### config.mk
export PLATFORM = sky130hd
export DESIGN_NAME = md_unit
export DESIGN_NICKNAME = d
export VERILOG_FILES = /design/src/rtl/md_pkg.sv /design/src/rtl/md_div_step.sv /design/src/rtl/md_unit.sv
export SDC_FILE = /design/constraint.sdc
export NUM_CORES = 1
export LEC_CHECK = 0
export CAP_MARGIN = 15
export CORE_MARGIN = 1
export CORE_UTILIZATION = 54
export DETAILED_ROUTE_END_ITERATION = 8
export PLACE_DENSITY = 0.78
export SLEW_MARGIN = 20
export SYNTH_ARGS = -nofsm -noshare
export SYNTH_HDL_FRONTEND = slang
export SYNTH_SLANG_ARGS = --single-unit
### constraint.sdc
create_clock -name clk_i -period 2.9 [get_ports clk_i]
set_input_delay 0.58 -clock clk_i [delete_from_list [all_inputs] [get_ports clk_i]]
set_output_delay 0.58 -clock clk_i [all_outputs]
set_load 0.1 [all_outputs]
### src/rtl/md_pkg.sv
// rtl/md_pkg.sv - shared op encodings and FSM state type for the multiply/divide unit
package md_pkg;

    localparam logic [2:0] MD_MULT  = 3'b000;
    localparam logic [2:0] MD_MULTU = 3'b001;
    localparam logic [2:0] MD_DIV   = 3'b010;
    localparam logic [2:0] MD_DIVU  = 3'b011;
    localparam logic [2:0] MD_MTHI  = 3'b100;
    localparam logic [2:0] MD_MTLO  = 3'b101;

    typedef enum logic [1:0] {
        IDLE = 2'd0,
        CALC = 2'd1,
        FIX  = 2'd2
    } md_state_e;

endpackage

### src/rtl/md_div_step.sv
// rtl/md_div_step.sv - one restoring-division step, MSB of the dividend shifted in first
module md_div_step #(
    parameter int WIDTH = 32
) (
    input  logic [WIDTH-1:0] rem_i,
    input  logic [WIDTH-1:0] quo_i,
    input  logic [WIDTH-1:0] divisor_i,
    output logic [WIDTH-1:0] rem_o,
    output logic [WIDTH-1:0] quo_o
);

    logic [WIDTH:0]   shifted;
    logic [WIDTH-1:0] diff;
    logic             fits;

    // quo_i carries the unconsumed dividend bits at the top and builds quotient bits at the bottom
    assign shifted = {rem_i, quo_i[WIDTH-1]};
    assign fits    = (shifted >= {1'b0, divisor_i});
    assign diff    = shifted[WIDTH-1:0] - divisor_i;

    always_comb begin
        rem_o = shifted[WIDTH-1:0];
        quo_o = {quo_i[WIDTH-2:0], 1'b0};
        if (fits) begin
            rem_o = diff;
            quo_o = {quo_i[WIDTH-2:0], 1'b1};
        end
    end

endmodule

### src/rtl/md_unit.sv
// rtl/md_unit.sv - iterative MULT/MULTU/DIV/DIVU unit with HI/LO registers
module md_unit
    import md_pkg::*;
#(
    parameter int WIDTH = 32,
    parameter int CNT_W = 6
) (
    input  logic             clk_i,
    input  logic             rst_n_i,
    input  logic             start_i,
    input  logic [2:0]       op_i,
    input  logic [WIDTH-1:0] a_i,
    input  logic [WIDTH-1:0] b_i,
    output logic             busy_o,
    output logic             done_o,
    output logic [WIDTH-1:0] hi_o,
    output logic [WIDTH-1:0] lo_o
);

    md_state_e          state_q, state_d;
    logic [CNT_W-1:0]   cnt_q, cnt_d;
    logic [2*WIDTH-1:0] acc_q, acc_d;
    logic [WIDTH-1:0]   opa_q, opa_d;
    logic [WIDTH-1:0]   opb_q, opb_d;
    logic [WIDTH-1:0]   hi_q, hi_d;
    logic [WIDTH-1:0]   lo_q, lo_d;
    logic               is_div_q, is_div_d;
    logic               neg_a_q, neg_a_d;
    logic               neg_res_q, neg_res_d;
    logic               divz_q, divz_d;
    logic               busy_q, busy_d;
    logic               done_q, done_d;

    logic               sgn_op;
    logic               neg_a_in;
    logic               neg_b_in;
    logic [WIDTH:0]     mul_sum;
    logic [2*WIDTH-1:0] prod;
    logic [WIDTH-1:0]   rem_next;
    logic [WIDTH-1:0]   quo_next;

    assign sgn_op   = (op_i == MD_MULT) || (op_i == MD_DIV);
    assign neg_a_in = sgn_op & a_i[WIDTH-1];
    assign neg_b_in = sgn_op & b_i[WIDTH-1];

    // Multiplier bits are consumed from opb_q[0]; the carry lands in the top of the shifted accumulator
    assign mul_sum = {1'b0, acc_q[2*WIDTH-1:WIDTH]}
                   + ({1'b0, opa_q} & {(WIDTH+1){opb_q[0]}});
    assign prod    = neg_res_q ? -acc_q : acc_q;

    md_div_step #(
        .WIDTH(WIDTH)
    ) u_div_step (
        .rem_i     (acc_q[2*WIDTH-1:WIDTH]),
        .quo_i     (opa_q),
        .divisor_i (opb_q),
        .rem_o     (rem_next),
        .quo_o     (quo_next)
    );

    always_comb begin
        state_d   = state_q;
        cnt_d     = cnt_q;
        acc_d     = acc_q;
        opa_d     = opa_q;
        opb_d     = opb_q;
        hi_d      = hi_q;
        lo_d      = lo_q;
        is_div_d  = is_div_q;
        neg_a_d   = neg_a_q;
        neg_res_d = neg_res_q;
        divz_d    = divz_q;
        done_d    = 1'b0;

        unique case (state_q)
            IDLE: begin
                if (start_i) begin
                    case (op_i)
                        MD_MULT, MD_MULTU, MD_DIV, MD_DIVU: begin
                            opa_d     = neg_a_in ? -a_i : a_i;
                            opb_d     = neg_b_in ? -b_i : b_i;
                            neg_a_d   = neg_a_in;
                            neg_res_d = neg_a_in ^ neg_b_in;
                            is_div_d  = op_i[1];
                            divz_d    = op_i[1] & (b_i == '0);
                            acc_d     = '0;
                            cnt_d     = '0;
                            state_d   = CALC;
                        end
                        MD_MTHI: hi_d = a_i;
                        MD_MTLO: lo_d = a_i;
                        default: ;
                    endcase
                end
            end
            CALC: begin
                if (is_div_q) begin
                    acc_d = {rem_next, acc_q[WIDTH-1:0]};
                    opa_d = quo_next;
                end else begin
                    acc_d = {mul_sum, acc_q[WIDTH-1:1]};
                    opb_d = opb_q >> 1;
                end
                cnt_d = cnt_q + 1'b1;
                if (cnt_q == CNT_W'(WIDTH-1)) begin
                    state_d = FIX;
                end
            end
            FIX: begin
                if (is_div_q) begin
                    // Divide by zero needs lo forced; hi already equals a via the remainder path
                    lo_d = divz_q ? '1 : (neg_res_q ? -opa_q : opa_q);
                    hi_d = neg_a_q ? -acc_q[2*WIDTH-1:WIDTH] : acc_q[2*WIDTH-1:WIDTH];
                end else begin
                    hi_d = prod[2*WIDTH-1:WIDTH];
                    lo_d = prod[WIDTH-1:0];
                end
                done_d  = 1'b1;
                state_d = IDLE;
            end
            default: state_d = IDLE;
        endcase

        busy_d = (state_d != IDLE);
    end

    always_ff @(posedge clk_i) begin
        if (!rst_n_i) begin
            state_q   <= IDLE;
            cnt_q     <= '0;
            acc_q     <= '0;
            opa_q     <= '0;
            opb_q     <= '0;
            hi_q      <= '0;
            lo_q      <= '0;
            is_div_q  <= 1'b0;
            neg_a_q   <= 1'b0;
            neg_res_q <= 1'b0;
            divz_q    <= 1'b0;
            busy_q    <= 1'b0;
            done_q    <= 1'b0;
        end else begin
            state_q   <= state_d;
            cnt_q     <= cnt_d;
            acc_q     <= acc_d;
            opa_q     <= opa_d;
            opb_q     <= opb_d;
            hi_q      <= hi_d;
            lo_q      <= lo_d;
            is_div_q  <= is_div_d;
            neg_a_q   <= neg_a_d;
            neg_res_q <= neg_res_d;
            divz_q    <= divz_d;
            busy_q    <= busy_d;
            done_q    <= done_d;
        end
    end

    assign busy_o = busy_q;
    assign done_o = done_q;
    assign hi_o   = hi_q;
    assign lo_o   = lo_q;

endmodule

==> summary by stage <==
Floorplanning
The die covers 31,000 um^2. The initial utilization of the core area, before any placement, comes to a little under three fifths. The die is approximately 180 um wide. After floorplanning, the core was sized to cover between 20,000 and 30,000 um^2.

The floorplan step set the die height to 176 um. The I/O pin count is roughly 140. After floorplanning, the core was divided into 63 placement rows.

Power and ir drop
Combinational logic burns 33.3% of the power. The switching share of total power is 33.6%. The internal power contribution is 6.45 mW. Registers are responsible for 31.6% of the overall power.

The clock network burns a little over a third of the power. The net switching power figure is 3.26 mW. The analysis attributes to cell leakage a power of 9.46 nW. The overall power of the completed layout is 9.71 mW. The maximum vdd drop is around 0.00040 V. The areal power density over the cells is 440 nW/um^2.

Global route
The first-pass GRT wire length is 96.0 mm. The largest net degree at the start of global routing is 146. Global routing used 39.0% of the available tracks.

The remaining global-route overflow is 0. The number of global-route vias before repair is around 17,000. The initial antenna violation count came to 0.

Hold path
The path class of the tightest hold or removal check is reg -> reg. The worst hold path passes through 2 cells. The launch point of the worst hold path is lo_o[30]$_SDFFE_PN0P_.

The worst hold endpoint is lo_o[30]$_SDFFE_PN0P_.

Timing
Setup repair after global routing could not meet its margin everywhere. Hold is met by 454 ps. Based on the critical path, the design can be clocked at up to around 330 MHz. The final clock skew is 26.6 ps.

The final setup slack of the worst path is -103 ps. The total count of hold-check failures in the final report was 0. Summed over all failing endpoints, the final setup total negative slack is -464 ps. Counting I/O delays and the setup requirement, the final critical path takes 3000 ps.

The number of slew-limit violations in the final report is 0. Setup violations remaining at the end of the flow were counted as 13. The worst pin sits at a relative slew slack of 50.6%. Dividing the final minimum period by the clock period gives 104%. The pin slew with the least headroom to its limit is 739 ps.

Synth
After Yosys synthesis, and, or, nand and nor cells account for 21.0% of the synthesized area. Synthesis produced a netlist with a net count of roughly 2,300. The number of synthesized register bits is between 200 and 250. The sequential fraction of the synthesis area is 25.2%.

The cell type contributing the most total cell area after synthesis is sky130_fd_sc_hd__dfxtp_1. The top cell type by area accounts for 25.2% of the synthesized area. For this run, asynchronously set or reset flops after synthesis account for 0%. The adder-cell share of the synthesized area is 5.67%. The count of cell types in the netlist is between 80 and 90. In the post-synthesis netlist, the biggest area contributors are sky130_fd_sc_hd__dfxtp_1 (25%), sky130_fd_sc_hd__xnor2_1 (7.3%), sky130_fd_sc_hd__nor2_1 (6.1%). The gate count after technology mapping is 2,176.

The largest family of logic cells by synthesized area is compound AO/OA/AOI/OAI gates. After synthesis, the share of cell area in mux cells is 3.50%. The area of the mapped netlist is 16,400 um^2. Of the total synthesized cell area, the portion taken by XOR and XNOR cells is 10.3%. In the synthesized netlist the dominant register cell turns out to be sky130_fd_sc_hd__dfxtp_1. Summing the areas of all compound-gate instances in the mapped netlist gives 28.8% of the synthesized area.

Yosys mapped a number of flops with a built-in enable equal to 0. A synthesized cell averages approximately 7.5 um^2. The number of warnings printed during yosys synthesis is 0.

Clocking
In this run the deepest clock path goes through 3 buffers. In this run, post-CTS hold repair placed 0 buffers. Clock latency on the worst-skew pair, taken at its later pin, is 550 ps. Clock-pin slew was measured on the worst setup and hold paths at 60 ps.

The cell sitting at the root of the clock tree is a sky130_fd_sc_hd__clkbuf_16. TritonCTS built the clock tree. CTS built an H-tree with a depth of 1. The CTS sink count is 206. In this run, CTS created clock tree buffers numbering 24.

Setup path
The critical path required time is about 3300 ps. The peak per-stage delay on the critical path is 360 ps. STA classifies the critical path startpoint as a flop. Counting both buffers and inverters, the worst setup path holds a total of 4. The endpoint of the worst register-to-register path is acc_q[60]$_SDFFE_PN0P_. The endpoint kind of the worst setup timing path is a flop. In this run the critical register-to-register path is launched from opa_q[31]$_SDFFE_PN0P_. The maximum fanout encountered on the critical timing path is 3. The arrival time of data at the critical path endpoint is between 3000 and 4000 ps.

The setup path with the least slack is of type reg -> reg. The cell type with the highest occurrence count on the critical path is sky130_fd_sc_hd__buf_4. The master of the slowest instance on the critical path is sky130_fd_sc_hd__a2111oi_4. The cell count of the worst reg-to-reg path is 14. The setup check on the worst reg-to-reg path leaves a slack of -100 ps.

The kind of cell adding the most delay to the critical path is compound AO/OA/AOI/OAI gates. Walking the worst path, the cells encountered are inv_4, ha_4, buf_4, nor2b_4, o31a_1, o311ai_4, nand4_1, a2111oi_4, buf_4, o31a_1, nor2_4, o311ai_2, buf_4, a31oi_1.

Drt
The violation count after the first detailed-route iteration is 2,207. The sum of routed wire length over all layers is 62.9 mm. After detailed routing, the number of vias per cell comes to 6.38. The detailed-route via count is approximately 19,000. The final routed wire length divided by cell count is 21.1 um. The count of nets left with antenna violations once routing finished came out at 0. The remaining design rule violation count is 0.

The first-pass detailed-route iteration total is 8.

Final layout
The final layout contains 2,710 nets. Counting the fill cells in the layout gives 2,312. After the flow finishes, the layout carries non-filler instances totaling between 2,000 and 3,000. The share of post-route cells with drive strength above 1 is 24.9%. At the end of the flow the core is filled with cells to 74.2%. Relative to the synthesized area, the layout overhead comes to 34.6%.

Outcome
The final reports fail on negative setup slack. The flow ran to the end, but the final reports show violations.

Place
The routability congestion estimate is 1.00. The quantity of I/O buffers inserted on ports is 135. The placed wire-length estimate after detailed placement is 46.8 mm. The count of placed standard cells including taps is around 2,900.

Flow run
Across the run, the number of max-cap violations was 0.
[sequential cells by signal, summed over array words and instances, names as in the netlist]
signal / flops
hi_o: 32
neg_res_q: 1
divz_q: 1
state_q: 2
done_o: 1
neg_a_q: 1
opa_q: 32
is_div_q: 1
busy_o: 1
opb_q: 32
acc_q: 64
cnt_q: 6
lo_o: 32
[power groups by stage]
| stage | Combinational, mW | Sequential (mW) | Clock, mW |
|---|---|---|---|
| finish | 3.23 | 3.07 | 3.41 |
| global route | 3.42 | 3.08 | 3.51 |
| CTS | 2.91 | 3.06 | 3.40 |
| detailed placement | 2.82 | 3.12 | 0 |
| global placement | 2.78 | 3.11 | 0 |
| floorplan | 1.52 | 3.27 | 0 |
[routing by layer]
| layer | share of wire (%) | wire, um | track usage [%] | vias to the layer above |
|---|---|---|---|---|
| met2 | 44 | 27900 | 61.6 | 1119 |
| met3 | 9.6 | 6060 | 5.49 | 235 |
| met4 | 5.7 | 3570 | 19.3 | 0 |
| met5 | 0 | 0 | 0 | - |
| met1 | 40 | 25400 | 52.0 | 8891 |
| li1 | - | - | - | 8744 |
[worst min-delay path, delay by kind of cell, from the launching register on]
| family | cells | cell delay [ps] |
|---|---|---|
| simple gates | 1 | 50 |
| flops | 1 | 310 |
| compound gates | 1 | 50 |
[worst max-delay path by stage]
| stage | to | from | cells after the start |
|---|---|---|---|
| 6_report | acc_q[60]$_SDFFE_PN0P_ | opa_q[31]$_SDFFE_PN0P_ | 14 |
| 5_1_grt | acc_q[60]$_SDFFE_PN0P_ | acc_q[33]$_SDFFE_PN0P_ | 12 |
| 4_1_cts | acc_q[45]$_SDFFE_PN0P_ | opb_q[0]$_SDFFE_PN0P_ | 15 |
| 3_5_place_dp | opa_q[24]$_SDFFE_PN0P_ | a_i[12] | 10 |
| 3_3_place_gp | opa_q[24]$_SDFFE_PN0P_ | a_i[12] | 10 |
| 2_1_floorplan | acc_q[60]$_SDFFE_PN0P_ | opa_q[31]$_SDFFE_PN0P_ | 13 |
[per-stage QoR]
| stage | setup WS (ps) | area [um^2] |
|---|---|---|
| 2_1_floorplan | 4.59 | 16400 |
| 3_3_place_gp | -348 | 20300 |
| 3_5_place_dp | -432 | 20300 |
| 4_1_cts | -56.6 | 21400 |
| 5_1_grt | -203 | 22000 |
| 6_report | -103 | 22000 |
[cells in the final DEF (no fill, tap or decap), drive strengths merged, types with 31 or more instances in the layout]
cell type	count
buf	441
o31ai	31
xnor2	136
mux2i	45
nand2	150
xor2	56
and2	39
a211oi	77
inv	76
nor3	47
dfxtp	206
a21oi	195
nand3	32
o21ai	131
clkbuf	37
nor2	266
ha	71
a22oi	59
clkdlybuf4s50	69
[cells in the mapped netlist (5+ instances only)]
master,n
sky130_fd_sc_hd__nand3b_1,5
sky130_fd_sc_hd__o31a_1,7
sky130_fd_sc_hd__xnor2_1,136
sky130_fd_sc_hd__a21o_1,27
sky130_fd_sc_hd__o21a_1,11
sky130_fd_sc_hd__buf_2,6
sky130_fd_sc_hd__dfxtp_1,206
sky130_fd_sc_hd__o211ai_1,23
sky130_fd_sc_hd__or3_1,27
sky130_fd_sc_hd__buf_4,6
sky130_fd_sc_hd__o41ai_1,20
sky130_fd_sc_hd__a211o_1,5
sky130_fd_sc_hd__nor4_1,20
sky130_fd_sc_hd__nand3_1,32
sky130_fd_sc_hd__nand2b_1,26
sky130_fd_sc_hd__nor2_1,265
sky130_fd_sc_hd__nand2_1,150
sky130_fd_sc_hd__or4_1,16
sky130_fd_sc_hd__o221ai_1,26
sky130_fd_sc_hd__nor3_1,47
sky130_fd_sc_hd__o21ai_0,129
sky130_fd_sc_hd__o22ai_1,7
sky130_fd_sc_hd__a22oi_1,59
sky130_fd_sc_hd__nor2b_1,18
sky130_fd_sc_hd__o21bai_1,10
sky130_fd_sc_hd__mux2i_1,45
sky130_fd_sc_hd__or2_2,9
sky130_fd_sc_hd__ha_1,71
sky130_fd_sc_hd__a31oi_1,25
sky130_fd_sc_hd__a211oi_1,77
sky130_fd_sc_hd__clkbuf_1,120
sky130_fd_sc_hd__buf_1,8
sky130_fd_sc_hd__and2_1,38
sky130_fd_sc_hd__xor2_1,56
sky130_fd_sc_hd__buf_6,5
sky130_fd_sc_hd__and3_1,15
sky130_fd_sc_hd__mux2_2,11
sky130_fd_sc_hd__o211a_1,5
sky130_fd_sc_hd__a311oi_1,20
sky130_fd_sc_hd__a21oi_1,194
sky130_fd_sc_hd__o31ai_1,29
sky130_fd_sc_hd__inv_1,76
sky130_fd_sc_hd__nand4_1,18
[layout make-up]
cell class / instances / area, um^2 / share of cell area (%)
Inverter: 76 / 290 / 1.32
Multi-Input combinational cell: 1747 / 12100 / 54.8
Tap cell: 390 / 488 / 2.21
Antenna cell: 1 / 2.50 / 0.0114
Timing Repair Buffer: 512 / 4180 / 19.0
Sequential cell: 206 / 4140 / 18.8
Clock inverter: 8 / 170 / 0.772
Clock buffer: 35 / 693 / 3.14
[timing repair]
item,4_1_cts,5_1_grt
setup endpoints to repair,40,53
setup buffers,6,11
pin swaps,16,39
resized for setup,44,127
gates cloned,0,2
[kinds of logic after synthesis]
family	Yosys count
AND/OR/NAND/NOR	713
multiplexers	56
XOR/XNOR	192
AO/OA/AOI/OAI	713
adder cells (fa/ha/maj)	73
flip-flops	206
buffers and inverters	223
Note: power is estimated with default switching activity, not from simulation.
